==> config.mk <==
export PLATFORM = sky130hd
export DESIGN_NAME = mmio_uart_tx
export DESIGN_NICKNAME = d
export VERILOG_FILES = /design/src/rtl/mmio_uart_tx_pkg.sv /design/src/rtl/sync_fifo.sv /design/src/rtl/mmio_uart_tx.sv
export SDC_FILE = /design/constraint.sdc
export NUM_CORES = 1
export LEC_CHECK = 0
export CELL_PAD_IN_SITES_DETAIL_PLACEMENT = 1
export CELL_PAD_IN_SITES_GLOBAL_PLACEMENT = 1
export CORE_UTILIZATION = 34
export DETAILED_ROUTE_END_ITERATION = 16
export GPL_TIMING_DRIVEN = 0
export PLACE_DENSITY = 0.74
export SLEW_MARGIN = 20
export SYNTH_ARGS = -nofsm -noshare
export SYNTH_HDL_FRONTEND = slang
export SYNTH_HIERARCHICAL = 1
export SYNTH_SLANG_ARGS = --single-unit
==> constraint.sdc <==
create_clock -name clk -period 3.47 [get_ports clk]
set_input_delay 0.694 -clock clk [delete_from_list [all_inputs] [get_ports clk]]
set_output_delay 0.694 -clock clk [all_outputs]
set_load 0.05 [all_outputs]
==> src/rtl/mmio_uart_tx_pkg.sv <==
// Shared definitions for the memory-mapped UART transmitter.
// Holds the register map, the STATUS bit layout and the transmitter state encoding.
package mmio_uart_tx_pkg;

  localparam logic [1:0] OFF_TXDATA = 2'd0;
  localparam logic [1:0] OFF_STATUS = 2'd1;

  localparam int STAT_FULL     = 0;
  localparam int STAT_EMPTY    = 1;
  localparam int STAT_BUSY     = 2;
  localparam int STAT_COUNT_LO = 3;
  localparam int STAT_COUNT_HI = 5;
  localparam int STAT_OVF      = 6;

  localparam int FIFO_WIDTH = 8;
  localparam int FIFO_DEPTH = 4;

  typedef enum logic [1:0] {
    TX_IDLE  = 2'd0,
    TX_START = 2'd1,
    TX_DATA  = 2'd2,
    TX_STOP  = 2'd3
  } tx_state_e;

endpackage

==> src/rtl/sync_fifo.sv <==
// Single-clock FIFO with registered occupancy count.
// A push is accepted only when not full and a pop only when not empty, both judged on registered state.
module sync_fifo #(
  parameter int WIDTH = 8,
  parameter int DEPTH = 4,
  localparam int AW = (DEPTH > 1) ? $clog2(DEPTH) : 1,
  localparam int CW = $clog2(DEPTH + 1)
) (
  input  logic             clk,
  input  logic             reset,
  input  logic             push,
  input  logic             pop,
  input  logic [WIDTH-1:0] din,
  output logic [WIDTH-1:0] dout,
  output logic             full,
  output logic             empty,
  output logic [CW-1:0]    count
);

  logic [WIDTH-1:0] mem [DEPTH];
  logic [AW-1:0]    wr_ptr;
  logic [AW-1:0]    rd_ptr;
  logic             do_push;
  logic             do_pop;

  assign full    = (count == CW'(DEPTH));
  assign empty   = (count == '0);
  assign do_push = push & ~full;
  assign do_pop  = pop & ~empty;
  assign dout    = mem[rd_ptr];

  function automatic logic [AW-1:0] ptr_inc(input logic [AW-1:0] p);
    return (p == AW'(DEPTH - 1)) ? '0 : p + AW'(1);
  endfunction

  always_ff @(posedge clk) begin
    if (do_push) mem[wr_ptr] <= din;
  end

  always_ff @(posedge clk) begin
    if (reset) begin
      wr_ptr <= '0;
      rd_ptr <= '0;
      count  <= '0;
    end else begin
      if (do_push) wr_ptr <= ptr_inc(wr_ptr);
      if (do_pop)  rd_ptr <= ptr_inc(rd_ptr);
      case ({do_push, do_pop})
        2'b10:   count <= count + CW'(1);
        2'b01:   count <= count - CW'(1);
        default: count <= count;
      endcase
    end
  end

endmodule

==> src/rtl/mmio_uart_tx.sv <==
// Memory-mapped 8N1 UART transmitter: TXDATA store feeds a 4-deep FIFO, STATUS read reports it.
// Bus handshake: a store is a single-cycle we pulse with a selected address; no ready, never stalls.
module mmio_uart_tx
  import mmio_uart_tx_pkg::*;
#(
  parameter logic [31:0] BASE_ADDR    = 32'h0000_0400,
  parameter int          CLKS_PER_BIT = 16
) (
  input  logic        clk,
  input  logic        reset,
  input  logic        we,
  input  logic [31:0] a,
  input  logic [31:0] wd,
  output logic [31:0] rd,
  output logic        tx,
  output logic        busy
);

  localparam logic [15:0] BAUD_RELOAD = 16'(CLKS_PER_BIT - 1);

  logic       sel;
  logic [1:0] off;
  logic       push_req;
  logic       clr_ovf;
  logic       ovf;

  logic [7:0] fifo_dout;
  logic       fifo_full;
  logic       fifo_empty;
  logic [2:0] fifo_count;
  logic       pop;

  tx_state_e  state, state_n;
  logic [15:0] baud, baud_n;
  logic [2:0]  bit_idx, bit_n;
  logic [7:0]  shreg, sh_n;
  logic        tx_n;
  logic        bit_end;

  logic unused_bits;
  assign unused_bits = ^{a[1:0], wd[31:8]};

  assign sel      = (a[31:4] == BASE_ADDR[31:4]);
  assign off      = a[3:2];
  assign push_req = we & sel & (off == OFF_TXDATA);
  assign clr_ovf  = we & sel & (off == OFF_STATUS);

  sync_fifo #(
    .WIDTH (FIFO_WIDTH),
    .DEPTH (FIFO_DEPTH)
  ) u_fifo (
    .clk   (clk),
    .reset (reset),
    .push  (push_req),
    .pop   (pop),
    .din   (wd[7:0]),
    .dout  (fifo_dout),
    .full  (fifo_full),
    .empty (fifo_empty),
    .count (fifo_count)
  );

  always_ff @(posedge clk) begin
    if (reset)                       ovf <= 1'b0;
    else if (clr_ovf)                ovf <= 1'b0;
    else if (push_req && fifo_full)  ovf <= 1'b1;
  end

  always_ff @(posedge clk) begin
    if (reset) begin
      state   <= TX_IDLE;
      baud    <= '0;
      bit_idx <= '0;
      shreg   <= '0;
      tx      <= 1'b1;
    end else begin
      state   <= state_n;
      baud    <= baud_n;
      bit_idx <= bit_n;
      shreg   <= sh_n;
      tx      <= tx_n;
    end
  end

  // Each bit period starts with BAUD_RELOAD and ends on the cycle the counter reads zero.
  always_comb begin
    state_n = state;
    baud_n  = baud;
    bit_n   = bit_idx;
    sh_n    = shreg;
    pop     = 1'b0;
    bit_end = (baud == '0);
    case (state)
      TX_IDLE: begin
        if (!fifo_empty) begin
          pop     = 1'b1;
          sh_n    = fifo_dout;
          baud_n  = BAUD_RELOAD;
          bit_n   = '0;
          state_n = TX_START;
        end
      end
      TX_START: begin
        if (bit_end) begin
          baud_n  = BAUD_RELOAD;
          state_n = TX_DATA;
        end else begin
          baud_n = baud - 16'd1;
        end
      end
      TX_DATA: begin
        if (bit_end) begin
          baud_n = BAUD_RELOAD;
          sh_n   = {1'b0, shreg[7:1]};
          if (bit_idx == 3'd7) state_n = TX_STOP;
          else                 bit_n   = bit_idx + 3'd1;
        end else begin
          baud_n = baud - 16'd1;
        end
      end
      TX_STOP: begin
        if (bit_end) begin
          if (!fifo_empty) begin
            pop     = 1'b1;
            sh_n    = fifo_dout;
            baud_n  = BAUD_RELOAD;
            bit_n   = '0;
            state_n = TX_START;
          end else begin
            state_n = TX_IDLE;
          end
        end else begin
          baud_n = baud - 16'd1;
        end
      end
      default: state_n = TX_IDLE;
    endcase

    case (state_n)
      TX_START: tx_n = 1'b0;
      TX_DATA:  tx_n = sh_n[0];
      default:  tx_n = 1'b1;
    endcase
  end

  assign busy = (state != TX_IDLE);

  always_comb begin
    rd = '0;
    if (sel && off == OFF_STATUS) begin
      rd[STAT_FULL]                     = fifo_full;
      rd[STAT_EMPTY]                    = fifo_empty;
      rd[STAT_BUSY]                     = busy;
      rd[STAT_COUNT_HI:STAT_COUNT_LO]   = fifo_count;
      rd[STAT_OVF]                      = ovf;
    end
  end

endmodule

Word-level counts from Yosys, hierarchy flattened --
Memories as Yosys holds them, arrays and structs flattened. A register that Yosys moved wholly into a read port is not among the register bits. Cells that the tools add are included.
Storage, ports and cells: flip-flop bits (word level) 38, memories 1, logic and storage cells 85, bits of input ports 67, memory bits (writable) 32
Operators by class: bitwise operators 7, add/subtract/negate cells 6, reductions and logical operators 13, equality and inequality tests 16, mux-type cells 32
Memory list:
- u_fifo.mem | depth 4, bits a word 8, read ports 1, clocked after Yosys merged registers in 1, write ports 1, RTL line sync_fifo.sv:20 | logic [WIDTH-1:0] mem [DEPTH];
Operators by type and width (number):
- $mux 16 | 3
- $pmux 16 s3 | 1
- $eq 28x7->1 const B | 1
- $mux 8 | 3
- $pmux 8 s3 | 1
- $mux 2 | 9
- $logic_not 16->1 | 1
- $sub 16x1->16 const B | 1
- $eq 2x2->1 const B | 6
- $mux 3 | 4
- $pmux 3 s3 | 1
- $eq 2x1->1 const B | 4
- $pmux 2 s4 | 1
- $mux 7 | 1
- $add 3x1->3 const B | 2
- $eq 3x3->1 const B | 2
- $ne 2x2->1 const B | 3
- $pmux 3 s2 | 1
- $and 1x1->1 | 5
- $mux 1 | 5
- $add 2x1->2 const B | 2
- $logic_not 2->1 | 2
- $pmux 1 s2 | 2
- $reduce_and 4->1 | 1
- other kinds (8) | 12

Depth between registers and ports, before layout --
word-level depth 7, mapped depth 15, mapped depth without buffers 14

Cells and area by module --
The synthesis kept the hierarchy.
Modules (own cells, without submodules):
- mmio_uart_tx | sequential area each 620.6 µm², times used 1, cells each 280, area each 2249.7 µm²
- sync_fifo | sequential area each 1141.1 µm², times used 1, cells each 96, area each 1647.8 µm²

Least setup slack after synthesis --
OpenSTA, ideal clock, no wires.
path kind reg2reg, start point register baud[0], end point register u_fifo.count[2], data arrival time 3.308 ns, cell stages (with the launch flop) 16, path slack 0.092 ns, library setup time 0.070 ns, cells stage by stage dfxtp_1 inv_1 ha_1 or4b_1 nor4_4 buf_4 a21oi_1 nor3_1 o31ai_1 inv_1 ha_1 inv_1 fa_1 xor2_1 or3_2 a21oi_1
Between the ends: word-level cells in the longest chain between the ends 6
RTL lines:
- from (decl) | RTL line mmio_uart_tx.sv:34 | logic [15:0] baud, baud_n;
- from (signal assigned) | RTL line mmio_uart_tx.sv:78 | baud <= baud_n;
- $logic_not 16->1 (*) | RTL line mmio_uart_tx.sv:92 | bit_end = (baud == '0);
- $mux 1 (*) | RTL line mmio_uart_tx.sv:122 | if (bit_end) begin
- $pmux 1 s2 (*) | RTL line mmio_uart_tx.sv:93 | case (state)
- net pop | RTL line mmio_uart_tx.sv:31 | logic pop;
- $and 1x1->1 (*) | RTL line sync_fifo.sv:29 | assign do_pop = pop & ~empty;
- net u_fifo.do_pop | RTL line sync_fifo.sv:24 | logic do_pop;
- $eq 2x1->1 or $eq 2x2->1 (tied branches) | RTL line sync_fifo.sv:48 | case ({do_push, do_pop})
- $pmux 3 s2 or $reduce_bool 2->1 (tied branches)
- to (signal assigned) | RTL line sync_fifo.sv:49 | 2'b10: count <= count + CW'(1);
- to (signal assigned) | RTL line sync_fifo.sv:50 | 2'b01: count <= count - CW'(1);
- to (signal assigned) | RTL line sync_fifo.sv:51 | default: count <= count;
- to (decl) | RTL line sync_fifo.sv:17 | output logic [CW-1:0] count
The timed path passes the listed nets; every way through them passes the cells marked *. A chain may end at the register's enable or synchronous reset.

Worst setup path in the final report --
Same ends and word-level chain as after synthesis.

==> results.txt <==
clock root buffer: clkbuf_16
Slew headroom: 41.65%
CORE AREA: 10,980 µm²
Worst R2R End: u_fifo/count[2]$_SDFFE_PP0P_
Post-synth EDFFs: 32
fin crit period: 3.368 ns
die area: 11,900 µm²
max-slew violation count: 0
share of layout cells above drive strength 1: 17.23%
Final Hold Viols: 0
P_int: 1.510 mW
clock sink count: 72
# rows: 38
drt first-iter violations: 142
Crit. End Element: flop
number of port buffers: 48
crit start category: flop
insertion delay to the later sink of the worst-skew pair: 0.34 ns
vias per inst: 5.226
synthesized cell area: 3897 µm²
Top Ports: 101
H-tree depth: 3
CTS Buffer Depth: 2
CP Max Fanout: 5
Reg area: 1765 µm²
largest net degree at the start of global routing: 20
logic gate share of total power: 7.4%
Global Route met1 Usage: 21.12%
total gr overflow: 0
hold buffers post-CTS: 0
Final ANT Viol Nets: 0
yosys warns: 6
Die Wd: 109.1 µm
Post-Place Setup Slack: -0.5096 ns
vias: 3,188
GRT met2 Usage: 34.32%
max-cap violation count: 0
initial antenna violation count: 0
Hold WC Path Type: flop to flop
Leak: 2.029 nW
DRC Markers: 0
vias in the first global route: 3,290
fmax: 296.9 MHz
clock share of power: 47.9%
Total Routing Usage GR: 18.57%
Placer Congestion: 0.8026
r2r worst-path depth: 15
TritonRoute pass-1 iters: 4
Final Util: 46.09%
Sw Pwr: 0.4665 mW
Clock Skews: 0.009314 ns
syn avg cell area: 10.37 µm²
Slew @ Worst Pin: 0.8734 ns
Worst R2R Setup Slack: 0.10 ns
sequential cell area fraction in the yosys report: 45.20%
Fill cells: 1,215
ant diodes: 0
Worst-path clk slew: 0.06 ns
dpl hpwl: 7392 µm
final worst-path cycle share: 97.07%
Async SR Flop Fraction: 0%
Worst Setup EP: u_fifo/count[2]$_SDFFE_PP0P_
nets@finish: 549
chip height: 109.1 µm
placed cell area: 4643 µm²
Crit Reg-Reg Startpoint: baud[0]$_SDFF_PP0_
Sw Share: 23.61%
Setup WS post-layout: 0.1017 ns
Power Total: 1.976 mW
first-pass GRT wire length: 16,760 µm
Multi-input gate area: 1957 µm²
CP Data Arrival Time: 3.64 ns
Pwr Density: 390.3 nW/µm²
count of different cell masters after synthesis: 61
TritonCTS clock tree: yes
synthesized instance count: 376
crit path kind: flop to flop
# setup viols final: 0
Synth Register Bits: 72
result of the run: finished clean
cts bufs inserted: 9
met3 Use GR: 4.423%
Req. time, crit path: 3.75 ns
design area: 5062 µm²
VDD IR max: 507.9 µV
Wirelength per Cell: 16.85 µm
most used routing layer: met2
synthesis-to-finish area growth: 29.89%
Flop pwr share: 44.7%
Main synth FF type: dfxtp_1
Routed WL: 10,280 µm
Critical Path Source: baud[0]$_SDFF_PP0_
Initial Util: 35.49%
[synth_stat cells (all sizes together), types with 6 or more instances]
master / n / share of area [%]
nor3: 11 / 1.4
a22o: 6 / 1.3
ha: 16 / 5.1
nand2: 15 / 1.4
mux4: 8 / 4.6
mux2i: 11 / 2.8
clkbuf: 9 / 0.87
a21oi: 17 / 2.2
or3: 6 / 1.0
buf: 32 / 5.8
and3: 11 / 1.8
nor2: 29 / 2.8
nand3: 11 / 1.4
dfxtp: 40 / 21
edfxtp: 32 / 25
inv: 19 / 1.8
nor4: 11 / 2.2
a311oi: 8 / 1.8
o21ai: 16 / 2.1
[power groups by stage]
stage	registers (mW)	logic, mW	clock network [mW]
3_3_place_gp	0.903	0.143	0
6_report	0.883	0.147	0.946
2_1_floorplan	0.903	0.0906	0
3_5_place_dp	0.903	0.145	0
4_1_cts	0.884	0.145	0.975
5_1_grt	0.883	0.156	1.00
[layer usage]
metal,vias to the layer above,wire (µm)
met5,-,0
met4,0,111
met3,10,353
met2,54,5269
met1,1569,4542
li1,1555,-
[critical path: stages (launching register included)]
cell and delay (ns):
dfxtp_4 0.36, inv_1 0.08, ha_1 0.16, or4b_4 0.50, nor4_4 0.33, buf_6 0.16, a21oi_4 0.05, nor3_4 0.22
o31ai_4 0.11, inv_1 0.07, ha_2 0.18, inv_1 0.05, fa_2 0.33, xor2_1 0.15, or3_2 0.43, a21oi_2 0.14
[worst min path at each step]
stage                                  start                 end  slack [ns]  cells after the start
after floorplan           baud[6]$_SDFF_PP0_  baud[6]$_SDFF_PP0_        0.44                      2
after global placement    baud[6]$_SDFF_PP0_  baud[6]$_SDFF_PP0_        0.45                      2
after detailed placement  baud[6]$_SDFF_PP0_  baud[6]$_SDFF_PP0_        0.48                      2
after CTS                 baud[6]$_SDFF_PP0_  baud[6]$_SDFF_PP0_        0.49                      2
after global routing      baud[6]$_SDFF_PP0_  baud[6]$_SDFF_PP0_        0.52                      2
final                     baud[6]$_SDFF_PP0_  baud[6]$_SDFF_PP0_        0.50                      2
[metrics by stage]
step | setup TNS [ns] | std cells | hold slack [ns]
2_1_floorplan | 0 | 400 | 0.4376
3_3_place_gp | -2.219 | 588 | 0.4486
3_5_place_dp | -3.043 | 588 | 0.4788
4_1_cts | -0.05921 | 605 | 0.4884
5_1_grt | -0.01893 | 610 | 0.5170
6_report | 0 | 610 | 0.4974
[state kept, by name (all words and copies together), names as in the netlist, named ones only]
register / flops
u_fifo/mem: 32
baud: 16
shreg: 8
bit_idx: 3
u_fifo/count: 3
state: 2
u_fifo/rd_ptr: 2
u_fifo/wr_ptr: 2
ovf: 1
tx: 1
[cell families after synthesis]
family	share of synthesized area, %
adders and majority gates	5.650
xor gates and xnor gates	0.4495
and+or+nand+nor	17.59
AOI/OAI and AO/OA	15.02
DFF	45.20
muxes	7.448
buffers and inverters	8.539
other	0.09622
[final cells by class]
cell class / count / share of cell area [%]
Tap cell: 140 / 3.460
Buffer: 40 / 5.190
Multi-Input combinational cell: 268 / 38.66
Clock buffer: 9 / 4.449
Timing Repair Buffer: 55 / 10.43
Inverter: 19 / 1.409
Clock inverter: 7 / 1.532
Sequential cell: 72 / 34.87
[cell usage in the layout (no fill, tap or decap), drive strengths merged, types with 3 or more instances in the layout]
cell type	Yosys	routed
clkdlybuf4s50	0	41
dfxtp	40	40
buf	32	39
edfxtp	32	32
nor2	29	29
conb	1	25
inv	19	23
clkbuf	9	18
a21oi	17	17
ha	16	16
o21ai	16	16
nand2	15	15
mux2i	11	11
nand3	11	11
nor4	11	11
nor3	11	11
and3	11	11
a311oi	8	8
mux4	8	8
a22o	6	6
clkdlybuf4s15	0	6
or3	6	6
nand4	5	5
o31ai	5	5
nor4b	4	4
o41ai	4	4
nor2b	4	4
a31oi	4	4
o211a	4	4
o21bai	3	3
a21o	3	3
a211oi	3	3
or4	3	3
[timing repair]
action,in CTS,in global routing
setup endpoints to repair,9,9
resized for setup,14,19
buffers inserted,2,5
pin swaps,1,4
Power figures use the tool's default switching activity.
